==> src/rtl/phv_pkg.sv <==
// rtl/phv_pkg.sv - shared types, widths and PHV field offsets for the PHV assembler
package phv_pkg;

    localparam int CONT_PER_TYPE = 8;
    localparam int IDX_W         = 3;
    localparam int VAL_IN_LEN    = 64;

    localparam int W_2B = 16;
    localparam int W_4B = 32;
    localparam int W_8B = 64;

    localparam int OFF_2B  = 0;
    localparam int OFF_4B  = OFF_2B + CONT_PER_TYPE * W_2B;
    localparam int OFF_8B  = OFF_4B + CONT_PER_TYPE * W_4B;
    localparam int PHV_LEN = OFF_8B + CONT_PER_TYPE * W_8B;

    localparam logic [1:0] TYPE_NONE = 2'b00;
    localparam logic [1:0] TYPE_2B   = 2'b01;
    localparam logic [1:0] TYPE_4B   = 2'b10;
    localparam logic [1:0] TYPE_8B   = 2'b11;

    typedef enum logic [1:0] {
        ST_IDLE    = 2'd0,
        ST_COLLECT = 2'd1,
        ST_HOLD    = 2'd2
    } state_t;

endpackage

==> src/rtl/phv_container_bank.sv <==
// rtl/phv_container_bank.sv - one type's set of containers with write mask and duplicate detect
module phv_container_bank
    import phv_pkg::*;
#(
    parameter int W = 16
) (
    input  logic                       clk,
    input  logic                       aresetn,
    input  logic                       wr_en,
    input  logic [IDX_W-1:0]           wr_idx,
    input  logic [W-1:0]               wr_data,
    input  logic                       clr,
    output logic [CONT_PER_TYPE*W-1:0] data,
    output logic [CONT_PER_TYPE-1:0]   mask,
    output logic                       dup
);

    logic [W-1:0] regs [CONT_PER_TYPE];

    // Clear only happens in HOLD, where writes are already blocked upstream.
    always_ff @(posedge clk) begin
        if (!aresetn || clr) begin
            for (int i = 0; i < CONT_PER_TYPE; i++) begin
                regs[i] <= '0;
            end
            mask <= '0;
        end else if (wr_en) begin
            regs[wr_idx] <= wr_data;
            mask[wr_idx] <= 1'b1;
        end
    end

    assign dup = wr_en && mask[wr_idx];

    for (genvar g = 0; g < CONT_PER_TYPE; g++) begin : g_pack
        assign data[g*W +: W] = regs[g];
    end

endmodule

==> src/rtl/phv_assembler.sv <==
// rtl/phv_assembler.sv - gathers typed parser values into a PHV and hands it off on valid/ready
module phv_assembler
    import phv_pkg::*;
(
    input  logic                  clk,
    input  logic                  aresetn,
    input  logic                  val_in_valid,
    input  logic [VAL_IN_LEN-1:0] val_in,
    input  logic [1:0]            val_in_type,
    input  logic [IDX_W-1:0]      val_in_seq,
    input  logic                  sub_seg_valid,
    input  logic                  hdr_done,
    output logic                  busy,
    output logic                  phv_valid,
    input  logic                  phv_ready,
    output logic [PHV_LEN-1:0]    phv_out,
    output logic [23:0]           phv_mask,
    output logic [7:0]            seg_cnt,
    output logic                  dup_err,
    output logic                  drop_err
);

    state_t state, state_nxt;

    logic collecting;
    logic accept;
    logic wr_2b, wr_4b, wr_8b, any_wr;
    logic dup_2b, dup_4b, dup_8b;
    logic [CONT_PER_TYPE-1:0] mask_2b, mask_4b, mask_8b;

    assign collecting = (state != ST_HOLD);
    assign accept     = (state == ST_HOLD) && phv_ready;

    assign wr_2b  = collecting && val_in_valid && (val_in_type == TYPE_2B);
    assign wr_4b  = collecting && val_in_valid && (val_in_type == TYPE_4B);
    assign wr_8b  = collecting && val_in_valid && (val_in_type == TYPE_8B);
    assign any_wr = wr_2b || wr_4b || wr_8b;

    always_comb begin
        state_nxt = state;
        case (state)
            ST_IDLE: begin
                if (hdr_done)    state_nxt = ST_HOLD;
                else if (any_wr) state_nxt = ST_COLLECT;
            end
            ST_COLLECT: begin
                if (hdr_done) state_nxt = ST_HOLD;
            end
            ST_HOLD: begin
                if (phv_ready) state_nxt = ST_IDLE;
            end
            default: state_nxt = ST_IDLE;
        endcase
    end

    always_ff @(posedge clk) begin
        if (!aresetn) state <= ST_IDLE;
        else          state <= state_nxt;
    end

    // Both handshake outputs decode straight from the state register.
    assign phv_valid = (state == ST_HOLD);
    assign busy      = (state == ST_HOLD);

    always_ff @(posedge clk) begin
        if (!aresetn || accept) begin
            seg_cnt <= '0;
        end else if (collecting && sub_seg_valid && seg_cnt != 8'hFF) begin
            seg_cnt <= seg_cnt + 8'd1;
        end
    end

    always_ff @(posedge clk) begin
        if (!aresetn) begin
            dup_err  <= 1'b0;
            drop_err <= 1'b0;
        end else begin
            if (dup_2b || dup_4b || dup_8b) dup_err <= 1'b1;
            if (!collecting && val_in_valid && val_in_type != TYPE_NONE) drop_err <= 1'b1;
        end
    end

    phv_container_bank #(.W(W_2B)) u_bank_2b (
        .clk     (clk),
        .aresetn (aresetn),
        .wr_en   (wr_2b),
        .wr_idx  (val_in_seq),
        .wr_data (val_in[W_2B-1:0]),
        .clr     (accept),
        .data    (phv_out[OFF_4B-1:OFF_2B]),
        .mask    (mask_2b),
        .dup     (dup_2b)
    );

    phv_container_bank #(.W(W_4B)) u_bank_4b (
        .clk     (clk),
        .aresetn (aresetn),
        .wr_en   (wr_4b),
        .wr_idx  (val_in_seq),
        .wr_data (val_in[W_4B-1:0]),
        .clr     (accept),
        .data    (phv_out[OFF_8B-1:OFF_4B]),
        .mask    (mask_4b),
        .dup     (dup_4b)
    );

    phv_container_bank #(.W(W_8B)) u_bank_8b (
        .clk     (clk),
        .aresetn (aresetn),
        .wr_en   (wr_8b),
        .wr_idx  (val_in_seq),
        .wr_data (val_in[W_8B-1:0]),
        .clr     (accept),
        .data    (phv_out[PHV_LEN-1:OFF_8B]),
        .mask    (mask_8b),
        .dup     (dup_8b)
    );

    assign phv_mask = {mask_8b, mask_4b, mask_2b};

endmodule
==> config.mk <==
export PLATFORM = sky130hd
export DESIGN_NAME = phv_assembler
export DESIGN_NICKNAME = d
export VERILOG_FILES = /design/src/rtl/phv_pkg.sv /design/src/rtl/phv_container_bank.sv /design/src/rtl/phv_assembler.sv
export SDC_FILE = /design/constraint.sdc
export NUM_CORES = 1
export LEC_CHECK = 0
export CAP_MARGIN = 15
export CORE_AREA = 2 2 396 398
export CTS_BUF_LIST = sky130_fd_sc_hd__clkbuf_2
export CTS_CLUSTER_DIAMETER = 30
export DETAILED_ROUTE_END_ITERATION = 12
export DIE_AREA = 0 0 398 400
export MAX_ROUTING_LAYER = met4
export PLACE_DENSITY = 0.46
export SLEW_MARGIN = 20
export SYNTH_ARGS = -nofsm -noshare
export SYNTH_HDL_FRONTEND = slang
export SYNTH_SLANG_ARGS = --single-unit
==> constraint.sdc <==
create_clock -name clk -period 7.76 [get_ports clk]
set_input_delay 1.552 -clock clk [delete_from_list [all_inputs] [get_ports clk]]
set_output_delay 1.552 -clock clk [all_outputs]
set_load 0.005 [all_outputs]
==> flow_summary.toml, run 1 <==
[sta]
skew_ns = 0.160
fmax_mhz = 207
worst_pin_slew_ns = 1.09
grt_setup_unrepaired = "no"
hold_viol_final = 0
slew_viol_final = 0
setup_violations = 0
relSlewSlack = 0.271
min_period_ns = 4.83
fin_setup_tns_ns = 0
fin_crit_sh = 0.622

[drt]
finalWirelength_um = 146000
wire_per_inst_um = 26.0
post_drt_via_cell_ratio = 4.02
ant_nets = 0
num_vias = 22600
drt_first_pass_iters = 5
drt-initial-drc-count = 1378
drc = 0

[floorplanning]
fp.dieH_um = 400
core_area_um2 = 155000
io_pins = 1007
die_area_um2 = 159000
rows = 145
initial_utilization = 0.226
die_w_um = 398

[clocking]
cts.sinks = 932
post_cts_buffers = 0
clkTransAtPathRegs_ns = 0.10
cts-root-buf = "clkbuf_2"
cts_buffer_depth = 4
cts_buffers = 304
cts_htree_levels = 5
clock_latency_ns = 1.56
cts_hold_buf = 0
cts_tree = "built"
cts_resized = 0

[global_routing]
grt_max_degree = 67
grt_overflow = 0
grt_pass1_vias = 22400
grt_pass1_wl_um = 192000
antenna_found_initial = 33
gr-usage-all-layers = 0.183

[outcome]
status = "complete, no violations"

[worst_setup_path]
crit_chain = "nand2b_1, inv_1, clkdlybuf4s50_1"
critPathMaxStageDelay_ns = 0.58
arrival_ns = 3.28
slowest_stage = "clkdlybuf4s50_1"
cp-start-kind = "flip-flop"
worstSetupPathType = "flip-flop to primary output"
critPathMaxFanout = 10
crit_required_ns = 6.21
endpoint_kind = "primary output"

[yosys]
ys_ff_latch = 932
yosysSeqAreaShare = 0.789
synth.most_common_cell = "and2_1"
synth_area_leader_cell = "edfxtp_1"
synth-edff-count = 896
synthCells = 2128
ys_async_sr_fraction = 0
synth_common_cells = "and2_1 (897), edfxtp_1 (896), clkbuf_1 (90), clkbuf_2 (45), dfxtp_1 (36)"
syn_area_per_cell_um2 = 16.5
netlist.area_leader.share = 0.768
synthFlopType = "edfxtp_1"
synth_area_leaders = "edfxtp_1 (77%), and2_1 (16%), dfxtp_1 (2.1%)"
synth_cell_types = 50
syn-num-nets = 2204
ys.warnings.count = 0
netlist_area_um2 = 35000

[cells_and_area]
multi_input_area_um2 = 6960
nets = 3422
fillCellCount = 15600
area_growth_pct = 43.3
ff_latch_area_um2 = 27600
drive_gt1_frac = 0.161

[power_and_ir_drop]
total_power_mw = 10.6
irDropWorstVdd_mv = 0.0936
p_leak_nw = 19.0
power_density_nw_per_um2 = 212

[place]
hpwl_um = 100000
routabilityCongestion = 0.790
port_buffers = 1006

[job]
max_cap_viol_count = 0

[worst_hold_path]
hold_path_class = "flip-flop to flip-flop"
-- path summary, 6_finish.rpt --
| path | slack [ns] | endpoint | start | cells after the start |
|---|---|---|---|---|
| worst max-delay path | 2.93 | phv_valid | state[0] | 3 |
| worst min-delay path | 0.43 | state[0] | state[1] | 1 |
| worst max register to register | 3.84 | u_bank_8b.regs[6][24] | state[0] | 6 |
| worst min register to register | 0.43 | state[0] | state[1] | 1 |
-- state kept, by name (all words and copies together), names as in the netlist --
name            cells
u_bank_8b.mask      8
u_bank_4b.mask      8
seg_cnt             8
u_bank_2b.mask      8
drop_err            1
state               2
u_bank_2b.regs    128
dup_err             1
u_bank_8b.regs    512
u_bank_4b.regs    256
-- power breakdown --
| part | internal, mW | switching [mW] | total [mW] |
|---|---|---|---|
| Sequential | 5.74 | 0.0745 | 5.82 |
| Clock | 1.58 | 2.25 | 3.83 |
| Combinational | 0.442 | 0.558 | 1.00 |
-- cells by family after synthesis --
group                      count (synthesis)  share of synthesized area
AOI/OAI and AO/OA                         59                     0.0115
DFF                                      932                      0.789
and+or+nand+nor                          965                      0.174
adders and majority gates                  1                   0.000357
buffers and inverters                    155                     0.0200
muxes                                     12                    0.00457
xor gates and xnor gates                   4                    0.00100
-- area by class of cell --
cell class              instances  share of cell area
diodes                         20            0.000997
clock buffers                 404              0.0403
clock inverters                87             0.00997
inverters                       4            0.000299
multi-input cells            1041               0.139
flip-flops and latches        932               0.550
well taps                    2058              0.0513
repair buffers               1063               0.208
-- cell usage in the layout, fill, tap and decap left out, types with 6 or more instances in the layout --
master           synthesis  routed
clkinv_2                 0      26
nor2_4                   0       6
nor2_1                   9       7
and2_1                 897     897
diode_2                  0      20
dfxtp_1                 36      36
buf_4                    3      55
clkinv_1                 0      49
nor2_2                  13       9
clkdlybuf4s50_1          0     994
edfxtp_1               896     896
buf_2                    9      12
clkbuf_2                45     404
a21o_1                  24      24
o21ai_4                  0      12
-- per-stage QoR --
step	area, um^2	setup WS [ns]	hold slack, ns	utilization	cells
2_1_floorplan	35000	0.531	0.422	-	2128
3_3_place_gp	47600	2.16	0.436	0.307	5096
3_5_place_dp	47600	2.07	0.448	0.307	5097
4_1_cts	50100	2.62	0.299	0.323	5588
5_1_grt	50200	2.59	0.368	0.324	5599
6_report	50200	2.93	0.432	0.324	5609
-- per-layer routing --
layer / track usage / routed length, um / up-vias
met2: 0.299 / 72800 / 1088
met3: 0.0655 / 13300 / 236
li1: - / - / 10000
met1: 0.206 / 55600 / 11200
met4: 0.0673 / 4490 / 0
met5: - / 0 / -
-- worst max-delay path, delay by kind of cell (launching register included) --
kind	cells	cell delay, ns
flops	1	0.32
buf+inv	2	0.99
simple gates	1	0.40
No activity file was read; power rests on OpenSTA's default activity.
==> run 2, diff against run 1 <==
Settings changed: CORE_AREA 2 2 396 398 to 2 2 390 392, DIE_AREA 0 0 398 400 to 0 0 392 394, PLACE_DENSITY 0.46 to 0.49.
Clock period 7.76 ns to 3.9 ns, I/O delays scaled along.
==> run 2 against run 1 <==
  * Register-to-register slack lost 2.3 ns
  * Total power grew 99%
  * Cell count grew 1.4%
  * Non-clock buffer count grew 89
  * Sequential power grew 99%
  * Critical endpoint unchanged
  * Largest cell class unchanged
  * Highest routed layer unchanged
==> flow_summary.toml, run 2 (same netlist as run 1, synthesis figures left out) <==
[floorplanning]
initial_utilization = 0.233
rows = 143
fp.dieH_um = 394
die_w_um = 392
core_area_um2 = 151000
die_area_um2 = 154000
io_pins = 1007

[place]
hpwl_um = 99000
routabilityCongestion = 0.798
pre_cts_ws_ns = 0.369
dp.cells = 5092
port_buffers = 1006
place_area_um2 = 48000

[global_routing]
grt_pass1_vias = 23300
grt_pass1_wl_um = 196000
grt_overflow = 0
gr-usage-all-layers = 0.191
grt_max_degree = 66
antenna_found_initial = 27

[sta]
fin_setup_tns_ns = 0
setup_violations = 0
fin_worst_hold_slack_ns = 0.396
worst_pin_slew_ns = 1.12
skew_ns = 0.163
slew_viol_final = 0
fin_crit_sh = 0.904
relSlewSlack = 0.254
fmax_mhz = 284
fin_ws_ns = 0.375
min_period_ns = 3.52
hold_viol_final = 0
grt_setup_unrepaired = "no"

[job]
max_cap_viol_count = 0

[power_and_ir_drop]
irDropWorstVdd_mv = 0.218
p_leak_nw = 19.5
total_power_mw = 21.2
power_density_nw_per_um2 = 413

[drt]
ant_nets = 0
finalWirelength_um = 146000
post_drt_via_cell_ratio = 4.07
drt_first_pass_iters = 5
num_vias = 23200
drt-initial-drc-count = 1435
drc = 0
wire_per_inst_um = 25.7

[cells_and_area]
area_growth_pct = 46.2
finalNonFillerCells = 5688
top_regs = "u_bank_8b.regs: 512 flops, u_bank_4b.regs: 256 flops, u_bank_2b.regs: 128 flops"
fillCellCount = 15000
mostFrequentLayoutCell = "clkdlybuf4s50_1"
nets = 3509
regMostFlops = "u_bank_8b.regs"
largest_reg_flops = 512
final_cell_mix = "clkdlybuf4s50_1 (990), and2_1 (897), edfxtp_1 (896), clkbuf_2 (426), dlygate4sd3_1 (67)"
utilization = 0.340
drive_gt1_frac = 0.168
fin_area_um2 = 51200

[clocking]
cts-root-buf = "clkbuf_2"
clock_latency_ns = 1.63
clkTransAtPathRegs_ns = 0.10
cts_buffers = 302
cts_htree_levels = 5
cts_buffer_depth = 4
cts.sinks = 932
cts_tree = "built"

[worst_hold_path]
hold_path_class = "primary input to flip-flop"

[worst_setup_path]
critPathMaxFanout = 10
crit_required_ns = 3.12
endpoint_kind = "primary output"
worstSetupPathType = "flip-flop to primary output"
arrival_ns = 2.74
cp-start-kind = "flip-flop"

[outcome]
status = "complete, no violations"
[run 2: changes by cell type in the layout (fill, tap and decap cells not counted), sizes merged]
| cell | change |
|---|---|
| clkdlybuf4s50 | -4 |
| clkinv | -1 |
| bufinv | -4 |
| buf | +25 |
| diode | -2 |
| dlygate4sd2 | +1 |
| dlygate4sd3 | +67 |
| clkinvlp | +1 |
| clkbuf | +22 |
| inv | +2 |
[run 2: where the power goes]
group          total (mW)  internal, mW  switching, mW
Sequential           11.6          11.4          0.144
Clock                7.49          3.00           4.49
Combinational        2.09         0.962           1.13
Total                21.2          15.4           5.76
[run 2: layer usage]
metal	GRT usage	vias up	share of wire
met3	0.0641	240	0.087
met5	-	-	0
met4	0.0658	0	0.029
li1	-	10200	-
met2	0.320	1064	0.51
met1	0.210	11600	0.38
[run 2: area by class of cell]
cell class                 count  area [um^2]  share of cell area
clock buffer                 426         2130              0.0416
tap                         2030         2540              0.0496
multi-input combinational   1041         6950               0.136
inverter                       4         17.5            0.000342
timing repair buffer        1152        11500               0.225
antenna                       18         45.0            0.000880
clock inverter                85          383             0.00748
sequential                   932        27600               0.539
[run 2: final timing paths]
kind / cells after the start / start / endpoint / slack (ns)
setup / recovery: 3 / state[1] / phv_valid / 0.38
hold / removal: 3 / val_in[24] / u_bank_4b.regs[4][24] / 0.40
setup reg to reg: 6 / state[0] / u_bank_4b.regs[3][24] / 1.51
hold reg to reg: 1 / u_bank_2b.mask[1] / u_bank_2b.mask[1] / 0.49
[run 2: critical path: stages, from the launching register on]
cell and delay [ns]:
dfxtp_1 0.41, nand2b_4 0.17, inv_4 0.16, clkdlybuf4s50_1 0.52
[run 2: timing repair]
item                       CTS  global route
hold buffers                65             2
resized for setup            5             0
setup endpoints to repair    3             0
hold endpoints to repair   681            32
buffers inserted             0             0
